==> src/rtl/hazard_ctrl_unit.sv <==
// Load-use hazard controller: bubbles, freeze and flush arbitration.
// In: MemRead_i/INS_11_7_i (EX load), RD1/RD2 addr+use (ID), MemStall_i, Flush_i.
// Out: PCWrite_o, Stall_o, No_op_o, Freeze_o, Flush_o, StallCnt_o.
module hazard_ctrl_unit #(
    parameter int REG_ADDR_W      = 5,
    parameter int LOAD_USE_STALLS = 1,
    parameter int ZERO_GUARD      = 1,
    parameter int STALL_CNT_W     = 32
) (
    input  logic                   clk_i,
    input  logic                   rst_i,
    input  logic                   MemRead_i,
    input  logic [REG_ADDR_W-1:0]  INS_11_7_i,
    input  logic [REG_ADDR_W-1:0]  RD1addr_i,
    input  logic [REG_ADDR_W-1:0]  RD2addr_i,
    input  logic                   RS1use_i,
    input  logic                   RS2use_i,
    input  logic                   MemStall_i,
    input  logic                   Flush_i,
    output logic                   PCWrite_o,
    output logic                   Stall_o,
    output logic                   No_op_o,
    output logic                   Freeze_o,
    output logic                   Flush_o,
    output logic [STALL_CNT_W-1:0] StallCnt_o
);

    typedef enum logic {
        IDLE,
        HOLD
    } state_t;

    // The hit cycle itself is the first bubble, HOLD covers the rest.
    localparam logic [2:0] REM_INIT =
        (LOAD_USE_STALLS > 1) ? 3'(LOAD_USE_STALLS - 2) : 3'd0;
    localparam bit MULTI = (LOAD_USE_STALLS > 1);

    state_t                 state_q;
    logic [2:0]             rem_q;
    logic [STALL_CNT_W-1:0] cnt_q;

    logic rs1_hit;
    logic rs2_hit;
    logic rd_zero;
    logic hit;
    logic bubble;

    assign rs1_hit = RS1use_i && (INS_11_7_i == RD1addr_i);
    assign rs2_hit = RS2use_i && (INS_11_7_i == RD2addr_i);
    assign rd_zero = (ZERO_GUARD != 0) && (INS_11_7_i == '0);
    assign hit     = MemRead_i && (rs1_hit || rs2_hit) && !rd_zero;

    // HOLD keeps bubbling whatever the ID stage now holds.
    assign bubble  = (state_q == HOLD) || hit;

    always_comb begin
        PCWrite_o = 1'b0;
        Stall_o   = 1'b0;
        No_op_o   = 1'b0;
        Freeze_o  = 1'b0;
        Flush_o   = 1'b0;
        if (!rst_i) begin
            PCWrite_o = 1'b0;
        end else if (MemStall_i) begin
            Freeze_o = 1'b1;
            Stall_o  = 1'b1;
        end else if (bubble) begin
            Stall_o = 1'b1;
            No_op_o = 1'b1;
        end else begin
            PCWrite_o = 1'b1;
            Flush_o   = Flush_i;
        end
    end

    always_ff @(posedge clk_i or negedge rst_i) begin
        if (!rst_i) begin
            state_q <= IDLE;
            rem_q   <= 3'd0;
        end else if (!MemStall_i) begin
            unique case (state_q)
                IDLE: begin
                    if (hit && MULTI) begin
                        state_q <= HOLD;
                        rem_q   <= REM_INIT;
                    end
                end
                HOLD: begin
                    if (rem_q == 3'd0) begin
                        state_q <= IDLE;
                    end else begin
                        rem_q <= rem_q - 3'd1;
                    end
                end
                default: begin
                    state_q <= IDLE;
                    rem_q   <= 3'd0;
                end
            endcase
        end
    end

    // Saturating count of cycles in which the PC did not advance.
    always_ff @(posedge clk_i or negedge rst_i) begin
        if (!rst_i) begin
            cnt_q <= '0;
        end else if (!PCWrite_o && (cnt_q != '1)) begin
            cnt_q <= cnt_q + STALL_CNT_W'(1);
        end
    end

    assign StallCnt_o = cnt_q;

endmodule

==> config.mk <==
export PLATFORM = sky130hd
export DESIGN_NAME = hazard_ctrl_unit
export DESIGN_NICKNAME = d
export VERILOG_FILES = /design/src/rtl/hazard_ctrl_unit.sv
export SDC_FILE = /design/constraint.sdc
export NUM_CORES = 1
export LEC_CHECK = 0
export ABC_AREA = 1
export CAP_MARGIN = 20
export CORE_MARGIN = 1.5
export CORE_UTILIZATION = 35
export CTS_BUF_LIST = sky130_fd_sc_hd__clkbuf_8
export DETAILED_ROUTE_END_ITERATION = 10
export GPL_TIMING_DRIVEN = 0
export SLEW_MARGIN = 25
export SYNTH_ARGS = -nofsm -noshare
export SYNTH_HDL_FRONTEND = slang
export SYNTH_SLANG_ARGS = --single-unit
==> constraint.sdc <==
create_clock -name clk_i -period 2.9 [get_ports clk_i]
set_clock_uncertainty 0.1 [all_clocks]
set_input_delay 0.725 -clock clk_i [delete_from_list [all_inputs] [get_ports clk_i]]
set_output_delay 0.725 -clock clk_i [all_outputs]
set_load 0.01 [all_outputs]
==> results of run 1 <==
## Yosys cell counts
cell,count,area [µm²]
nand2_4,2,22.5
nand3b_1,9,67.6
nor3_1,7,35.0
nand4_4,1,21.3
and3_1,2,12.5
nand4_1,7,43.8
nor2_2,1,6.26
nor2_4,2,22.5
xnor2_1,5,43.8
o21ai_0,3,15.0
nor2_1,46,173
buf_6,2,22.5
xor2_1,12,105
buf_2,6,30.0
nand3_2,1,10.0
a21oi_1,1,5.00
dfrtp_1,36,901
a21boi_0,1,7.51
nand2_1,173,649
ha_1,3,37.5
inv_1,47,176
nand3_1,39,195
a31oi_1,1,6.26
## timing repair
action                                  4_1_cts  5_1_grt
pin swaps                                     3        9
gates resized for setup                      32       12
setup buffers                                 2        0
endpoints found under the setup margin        4        4
## power breakdown
group,leakage [nW],total (W),internal (W),switching (W)
logic,1.31,0.000394,0.000196,0.000198
clock network,0.0479,0.000358,0.000167,0.000191
registers,0.489,0.000632,0.000562,0.0000703
## worst max-delay path, cell delays in order
cell             delay (ps)
clkdlybuf4s50_1         530
nand2_1                  60
inv_1                    50
clkdlybuf4s50_1         520
## cells in the final DEF (no fill, tap or decap), drive strengths merged
master / instances
a21boi: 1
a21oi: 1
a31oi: 1
and3: 2
buf: 15
clkbuf: 5
clkdlybuf4s50: 38
clkinv: 3
dfrtp: 36
dlygate4sd2: 7
dlymetal6s2s: 8
ha: 3
inv: 47
nand2: 175
nand3: 40
nand3b: 9
nand4: 8
nor2: 49
nor3: 7
o21ai: 3
xnor2: 5
xor2: 12
## state kept, by name, summed over array words and instances (netlist names)
signal and cells:
StallCnt_o 32, rem_q 3, state_q 1
## stage by stage
stage               worst slack, ps  power (W)  cells
finish                          185    0.00138    574
global route                   27.2    0.00148    574
CTS                            6.05    0.00141    575
detailed placement             -821    0.00105    565
global placement              -1840    0.00103    564
floorplan                       410   0.000856    407
## cell families after synthesis
group / Yosys count / share of synthesized area [%]
and+or+nand+nor: 290 / 48.2
DFF: 36 / 34.5
buffers and inverters: 55 / 8.78
AOI/OAI and AO/OA: 6 / 1.29
xor gates and xnor gates: 17 / 5.71
adders and majority gates: 3 / 1.44
## worst paths after layout
path,from,end,slack [ps],cells after the start
max in group asynchronous,rst_i,StallCnt_o[24],2110,2
worst min register to register,rem_q[2],rem_q[2],390,2
min in group clk_i,rem_q[2],rem_q[2],390,2
worst min-delay path,rst_i,StallCnt_o[5],200,1
worst max register to register,StallCnt_o[0],StallCnt_o[27],780,9
worst max-delay path,MemStall_i,Freeze_o,190,4
## routing by layer
metal	wire length [µm]	global-route usage (%)
met5	0	0
met4	68	4.90
met3	280	3.79
met2	3240	32.0
met1	3320	25.9
## cell type report
class	count	share of cell area [%]
Clock inverter	3	0.544
Timing Repair Buffer	61	17.7
Sequential cell	36	26.1
Inverter	47	5.11
Tap cell	99	3.59
Multi-Input combinational cell	316	43.5
Buffer	7	1.38
Clock buffer	5	1.99
==> impl_metrics.ini, run 1 <==
[timing]
fin_crit_sh_pct = 93.6
whs_ps = 195
setup-tns-final_ps = 0
rsz0062_at_grt = no
slew_headroom_pct = 71.4
report.final.hold_viol_count = 0
final.min_clock_period_ps = 2710
clock.fmax_mhz = 368
setup_viol = 0
worst_pin_slew_ps = 426
slew_viol_final = 0

[die]
fp-row-count = 31
start_util_pct = 36.2
die_height_um = 89.3
die_area_um2 = 7980
die_w_um = 89.3
ios = 59
fp.coreArea_um2 = 7210

[clocking]
clk_pin_slew_ps = 80
htree_num_levels = 2
cts_tree = built
clockBufferDepth = 2
numCtsBuffers = 5
clk_latency_ps = 290
postCtsHoldBufs = 0
clkSinkCount = 36
cts-root-buf = clkbuf_8

[detailed_routing]
antenna_left = 0
drc = 0
dr.pass1.iters = 4
via_count = 2689
wl_per_cell_um = 12.0
drt_wl_total_um = 6910
viasPerCell = 4.68
drtIter0Drc = 97

[synthesis]
synth.distinct_cells = 23
syn_avg_cell_area_um2 = 6.41
ys_seq_area_share_pct = 34.5
yosys_warnings = 0
syn-instance-count = 407
synthesis.area_um2 = 2610
synthesis.nets = 432
synth-seq-cells = 36

[cells_and_area]
multi_input_area_um2 = 1500
final-seq-area_um2 = 901
synthToLayoutAreaGrowth_pct = 32.2
fillers = 774
final_layout_size_suffix_gt1_share_pct = 7.79
antennaDiodeCount = 0
final_util_pct = 47.8
stdcell_area_um2 = 3450
nets = 499

[worst_setup_path]
crit_arrival_ps = 1890
end_kind = output port
cp-start-kind = primary input
critical_path_class = in -> out
crit_required_ps = 2080
cp_max_fo = 4

[global_route]
antenna_found_initial = 0
grt_overflow_total = 0
grt_use_total_pct = 19.3
grt_max_degree = 22
grt_pass1_vias = 2565
grt_pass1_wl_um = 12000

[placed_design]
port_buffers = 58
placed_area_um2 = 3340
gp_congestion = 0.895
post-dp-hpwl_um = 5520

[status]
status = complete, no violations

[run]
maxCapViolations = 0

[pwr]
powerDensity_nw_per_um2 = 401
leakage_nw = 1.84
peakVddDrop_v = 0.000229

[hold_path]
hold_class = in -> async
(Power assumes the default switching activity.)
==> run 2, diff against run 1 <==
--- a/config.mk
+++ b/config.mk
@@ -6,12 +6,14 @@
 export NUM_CORES = 1
 export LEC_CHECK = 0
 export ABC_AREA = 1
-export CAP_MARGIN = 20
+export CELL_PAD_IN_SITES_DETAIL_PLACEMENT = 1
+export CELL_PAD_IN_SITES_GLOBAL_PLACEMENT = 1
 export CORE_MARGIN = 1.5
 export CORE_UTILIZATION = 35
 export CTS_BUF_LIST = sky130_fd_sc_hd__clkbuf_8
 export DETAILED_ROUTE_END_ITERATION = 10
 export GPL_TIMING_DRIVEN = 0
+export PLACE_DENSITY_LB_ADDON = 0.1
 export SLEW_MARGIN = 25
 export SYNTH_ARGS = -nofsm -noshare
 export SYNTH_HDL_FRONTEND = slang
==> constraint.sdc (replaced) <==
create_clock -name clk_i -period 3.5 [get_ports clk_i]
set_clock_uncertainty 0.1 [all_clocks]
set_input_delay 0.875 -clock clk_i [delete_from_list [all_inputs] [get_ports clk_i]]
set_output_delay 0.875 -clock clk_i [all_outputs]
set_load 0.01 [all_outputs]
==> run 2 against run 1 <==
Sequential share of layout area hardly changed. Clock-buffer cell count grew 2. Critical path depth is 7 higher. Via count up 2.0%. Worst setup slack got worse by 18 ps. Final area barely moved. First-iteration DRC count is 24% higher. Sequential power shrank 16%. Combinational power down 13%. Non-clock buffer count decreased by 1. Global-route usage rose by 3.6 points. Critical endpoint is now Flush_o. Largest power group unchanged.
==> impl_metrics.ini, run 2 (synthesis results as in run 1) <==
[timing]
report.final.hold_viol_count = 0
fin_crit_sh_pct = 95.2
slew_viol_final = 0
rsz0062_at_grt = no
slew_headroom_pct = 64.2
setup_slack_ps = 167
setup-tns-final_ps = 0
final.min_clock_period_ps = 3330
clock.fmax_mhz = 300
setup_viol = 0
worst_pin_slew_ps = 537

[global_route]
grt_pass1_vias = 2865
grt_max_degree = 21
antenna_found_initial = 0
grt_use_total_pct = 22.9
grt_pass1_wl_um = 14100
grt_overflow_total = 0

[worst_setup_path]
path_buf_inv = 3
crit_path_frequent_cell = nand2_1
cp_max_fo = 11
critical_path_class = in -> out
crit_chain = clkdlybuf4s50_1 > inv_1 > nand2_1 > nand2_1 > nor2_2 > nand3_1 > nand2_1 > nand2_2 > nand3_4 > nor2_1 > dlygate4sd2_1
crit_path_max_incr_delay_ps = 500
slowest_stage = clkdlybuf4s50_1
end_kind = output port
crit_required_ps = 2520
cp_top_family = buffers and inverters
cp-start-kind = primary input
crit_arrival_ps = 2360

[detailed_routing]
drc = 0
wl_per_cell_um = 14.4
drtIter0Drc = 120
viasPerCell = 4.79
dr.pass1.iters = 4
via_count = 2742
antenna_left = 0
drt_wl_total_um = 8220

[cells_and_area]
antennaDiodeCount = 0
layout_commonest_cell = nand2_1
final_layout_size_suffix_gt1_share_pct = 6.13
final_cell_mix = 172 x nand2_1, 48 x clkdlybuf4s50_1, 45 x inv_1, 45 x nor2_1, 38 x nand3_1
instances_no_fill = 572
synthToLayoutAreaGrowth_pct = 32.3
largest_reg_flops = 32
nets = 498
fillers = 976
stdcell_area_um2 = 3450

[die]
die_w_um = 89.3
fp-row-count = 31
die_area_um2 = 7980
fp.coreArea_um2 = 7210
die_height_um = 89.3
ios = 59
start_util_pct = 36.2

[pwr]
power_frac_seq_pct = 44.0
total_power_w = 0.00120
powerDensity_nw_per_um2 = 347
power_switching_w = 0.000391
peakVddDrop_v = 0.000290
leakage_nw = 1.80
swShare_pct = 32.6
p_int_w = 0.000808
share_comb_of_total_power_pct = 28.4
pwr-share-clk_pct = 27.5

[placed_design]
port_buffers = 58
gp_congestion = 0.882
post-dp-hpwl_um = 6580
dpl_worst_slack_ps = -531
placed_area_um2 = 3340
dp_cells = 565

[clocking]
htree_num_levels = 2
clkSinkCount = 36
postCtsHoldBufs = 0
clockBufferDepth = 2
cts_tree = built
numCtsBuffers = 5
clk_latency_ps = 290
clk_pin_slew_ps = 70
cts-root-buf = clkbuf_8

[run]
maxCapViolations = 0

[hold_path]
hold_class = reg -> reg

[status]
status = complete, no violations
run 2: changes by cell type in the layout (fill, tap and decap cells not counted), sizes merged:
cell | before | now
buf | 15 | 10
clkbuf | 5 | 7
clkdlybuf4s50 | 38 | 48
clkinv | 3 | 0
dlygate4sd2 | 7 | 6
dlymetal6s2s | 8 | 3
run 2: worst reg2reg max path: stages (launching register included):
cell and delay [ps]:
dfrtp_1 440, ha_1 280, nand3_2 200, nor2_4 200, nand4_4 150, nor3_1 440
nor2_1 120, nand3_1 110, nand2_1 60
run 2: routing by layer:
layer  vias up  global-route usage (%)  wire (µm)
li1       1393                       -          -
met1      1298                    31.9       4090
met2        46                    38.6       3820
met3         5                    2.86        256
met4         0                    3.92         57
met5         -                       0          0
run 2: cell type report:
class                           instances  area (µm²)  area share (%)
Inverter                               47         176            5.11
Buffer                                  7        47.5            1.38
Tap cell                               99         124            3.59
Multi-Input combinational cell        316        1500            43.3
Sequential cell                        36         901            26.1
Clock buffer                            7        96.3            2.79
Timing Repair Buffer                   60         611            17.7
run 2: path summary, 6_finish.rpt:
check                              start        endpoint  slack [ps]  cells past startpoint
min in group asynchronous          rst_i         state_q         470                      1
hold / removal                  rem_q[2]        rem_q[2]         410                      2
setup reg to reg           StallCnt_o[0]  StallCnt_o[21]        1280                      8
max in group asynchronous          rst_i  StallCnt_o[19]        2360                      2
hold reg to reg                 rem_q[2]        rem_q[2]         410                      2
setup / recovery            RD1addr_i[1]         Flush_o         170                     11
run 2: power groups by stage:
stage | registers [W] | logic [W] | clock network, W
2_1_floorplan | 0.000537 | 0.000172 | 0
3_3_place_gp | 0.000531 | 0.000327 | 0
3_5_place_dp | 0.000536 | 0.000342 | 0
4_1_cts | 0.000529 | 0.000349 | 0.000336
5_1_grt | 0.000537 | 0.000394 | 0.000351
6_report | 0.000528 | 0.000341 | 0.000330
run 2: timing repair:
action,CTS,global route
gates resized for setup,13,5
setup buffers,1,0
setup endpoints to repair,4,3
run 2: per-stage QoR:
stage | hold slack, ps | util (%)
floorplan | 353 | -
global placement | 368 | 45.9
detailed placement | 394 | 46.2
CTS | 415 | 47.9
global route | 452 | 47.8
finish | 412 | 47.8
==> run 3, diff against run 2 <==
--- a/config.mk
+++ b/config.mk
@@ -10,10 +10,9 @@
 export CELL_PAD_IN_SITES_GLOBAL_PLACEMENT = 1
 export CORE_MARGIN = 1.5
 export CORE_UTILIZATION = 35
-export CTS_BUF_LIST = sky130_fd_sc_hd__clkbuf_8
 export DETAILED_ROUTE_END_ITERATION = 10
-export GPL_TIMING_DRIVEN = 0
 export PLACE_DENSITY_LB_ADDON = 0.1
+export SKIP_CTS_REPAIR_TIMING = 1
 export SLEW_MARGIN = 25
 export SYNTH_ARGS = -nofsm -noshare
 export SYNTH_HDL_FRONTEND = slang
==> run 3 against run 2 <==
Final area is 1.5% lower. Via count grew 0.18%. Register-to-register slack worse by 120 ps. Routed wire length down 0.62%. Combinational power decreased by 1%. Worst hold slack gained 6.4 ps. Utilization is 0.71 points lower. Total power grew 3.2%. Flip-flop and latch count unchanged. Clock-buffer cell count is 2 lower. Non-clock buffer count fell by 7. Critical path type unchanged. Critical endpoint unchanged.
==> impl_metrics.ini, run 3 (synthesis results as in run 1) <==
[global_route]
grt_pass1_vias = 2820
grt_util_met3_pct = 3.51
grt_use_total_pct = 22.2
grt.met2_usage_pct = 38.1
grt_max_degree = 40
grt_pass1_wl_um = 13700
met1_usage_pct = 29.2
antenna_found_initial = 0
globalRoute.busiestLayer = met2
grt_overflow_total = 0

[placed_design]
post-dp-hpwl_um = 6250
gp_congestion = 0.854
port_buffers = 58
dp_cells = 558
placed_area_um2 = 3270

[detailed_routing]
drt_wl_total_um = 8170
drc = 0
antenna_left = 0
drtIter0Drc = 54
via_count = 2747
wl_per_cell_um = 14.4
viasPerCell = 4.85
dr.pass1.iters = 6

[pwr]
leakage_nw = 1.79
peakVddDrop_v = 0.000261
total_power_w = 0.00124
powerDensity_nw_per_um2 = 364

[die]
die_area_um2 = 7980
fp-row-count = 31
die_w_um = 89.3
ios = 59
die_height_um = 89.3
start_util_pct = 36.2
fp.coreArea_um2 = 7210

[timing]
setup_viol = 0
report.final.hold_viol_count = 0
rsz0062_at_grt = no
slew_headroom_pct = 67.0
slew_viol_final = 0
clock.fmax_mhz = 310
setup-tns-final_ps = 0
final.min_clock_period_ps = 3230
worst_pin_slew_ps = 491
fin_crit_sh_pct = 92.3

[cells_and_area]
final_util_pct = 47.1
stdcell_area_um2 = 3400
layout_commonest_cell = nand2_1
synthToLayoutAreaGrowth_pct = 30.4
final_cell_mix = 173 x nand2_1, 53 x clkdlybuf4s50_1, 47 x inv_1, 46 x nor2_1, 38 x nand3_1
nets = 491
instances_no_fill = 566
antennaDiodeCount = 0
largest_reg_flops = 32
final_layout_size_suffix_gt1_share_pct = 4.28

[clocking]
clk_latency_ps = 290
cts_tree = built
htree_num_levels = 2
numCtsBuffers = 5
cts-root-buf = clkbuf_8
clockBufferDepth = 2
clk_pin_slew_ps = 80
clkSinkCount = 36

[worst_setup_path]
crit_required_ps = 2520
critical_path_class = in -> out
reg2reg_to = StallCnt_o[15]
cp-start-kind = primary input
worst-r2r-setup-slack_ps = 1160
crit_path_start = INS_11_7_i[3]
crit_chain = clkdlybuf4s50_1 > inv_1 > nand4_1 > o21ai_0 > inv_1 > nand2_1 > nand3_2 > nor2_1 > dlymetal6s2s_1
crit_path_max_incr_delay_ps = 460
rr_worst_depth = 9
crit_arrival_ps = 2260
cp_max_fo = 4
crit_path_end = Flush_o
end_kind = output port
crit_path_frequent_cell = inv_1
slowest_stage = clkdlybuf4s50_1
regToRegStartpoint = StallCnt_o[0]

[run]
maxCapViolations = 0

[status]
status = complete, no violations

[hold_path]
hold_class = reg -> reg
whs_path_depth = 2
-- run 3: worst min-delay path by stage --
stage,startpoint,endpoint
floorplan,rem_q[1],rem_q[1]
global placement,rem_q[2],rem_q[2]
detailed placement,rem_q[2],rem_q[2]
CTS,rem_q[2],rem_q[2]
global route,rem_q[1],rem_q[1]
finish,rem_q[2],rem_q[2]
-- run 3: worst max-delay path: cells and delay by family --
| family | cells | cell delay [ps] |
|---|---|---|
| AO/OA/AOI/OAI | 1 | 160 |
| buffers and inverters | 4 | 770 |
| AND/OR/NAND/NOR | 4 | 460 |
-- run 3: through the flow --
step	hold slack [ps]	setup WS, ps
finish	419	270
global route	455	108
CTS	428	-225
detailed placement	408	-202
global placement	368	-212
floorplan	353	710
-- run 3: power by group --
part / total [W] / switching [W] / leakage (nW) / internal (W)
Combinational: 0.000336 / 0.000173 / 1.24 / 0.000162
Clock: 0.000375 / 0.000164 / 0.0541 / 0.000211
Sequential: 0.000526 / 0.0000605 / 0.489 / 0.000466
Total: 0.00124 / 0.000398 / 1.79 / 0.000839
-- run 3: area by class of cell --
type | count | area, µm²
clock inverters | 3 | 42.5
clock buffers | 5 | 68.8
repair buffers | 60 | 601
well taps | 99 | 124
flip-flops and latches | 36 | 901
multi-input cells | 316 | 1490
fillers | 995 | 3810
inverters | 47 | 176
-- run 3: layer usage --
metal | vias up | routed length, µm
met4 | 0 | 125
li1 | 1385 | -
met3 | 9 | 241
met5 | - | 0
met1 | 1309 | 3890
met2 | 44 | 3910
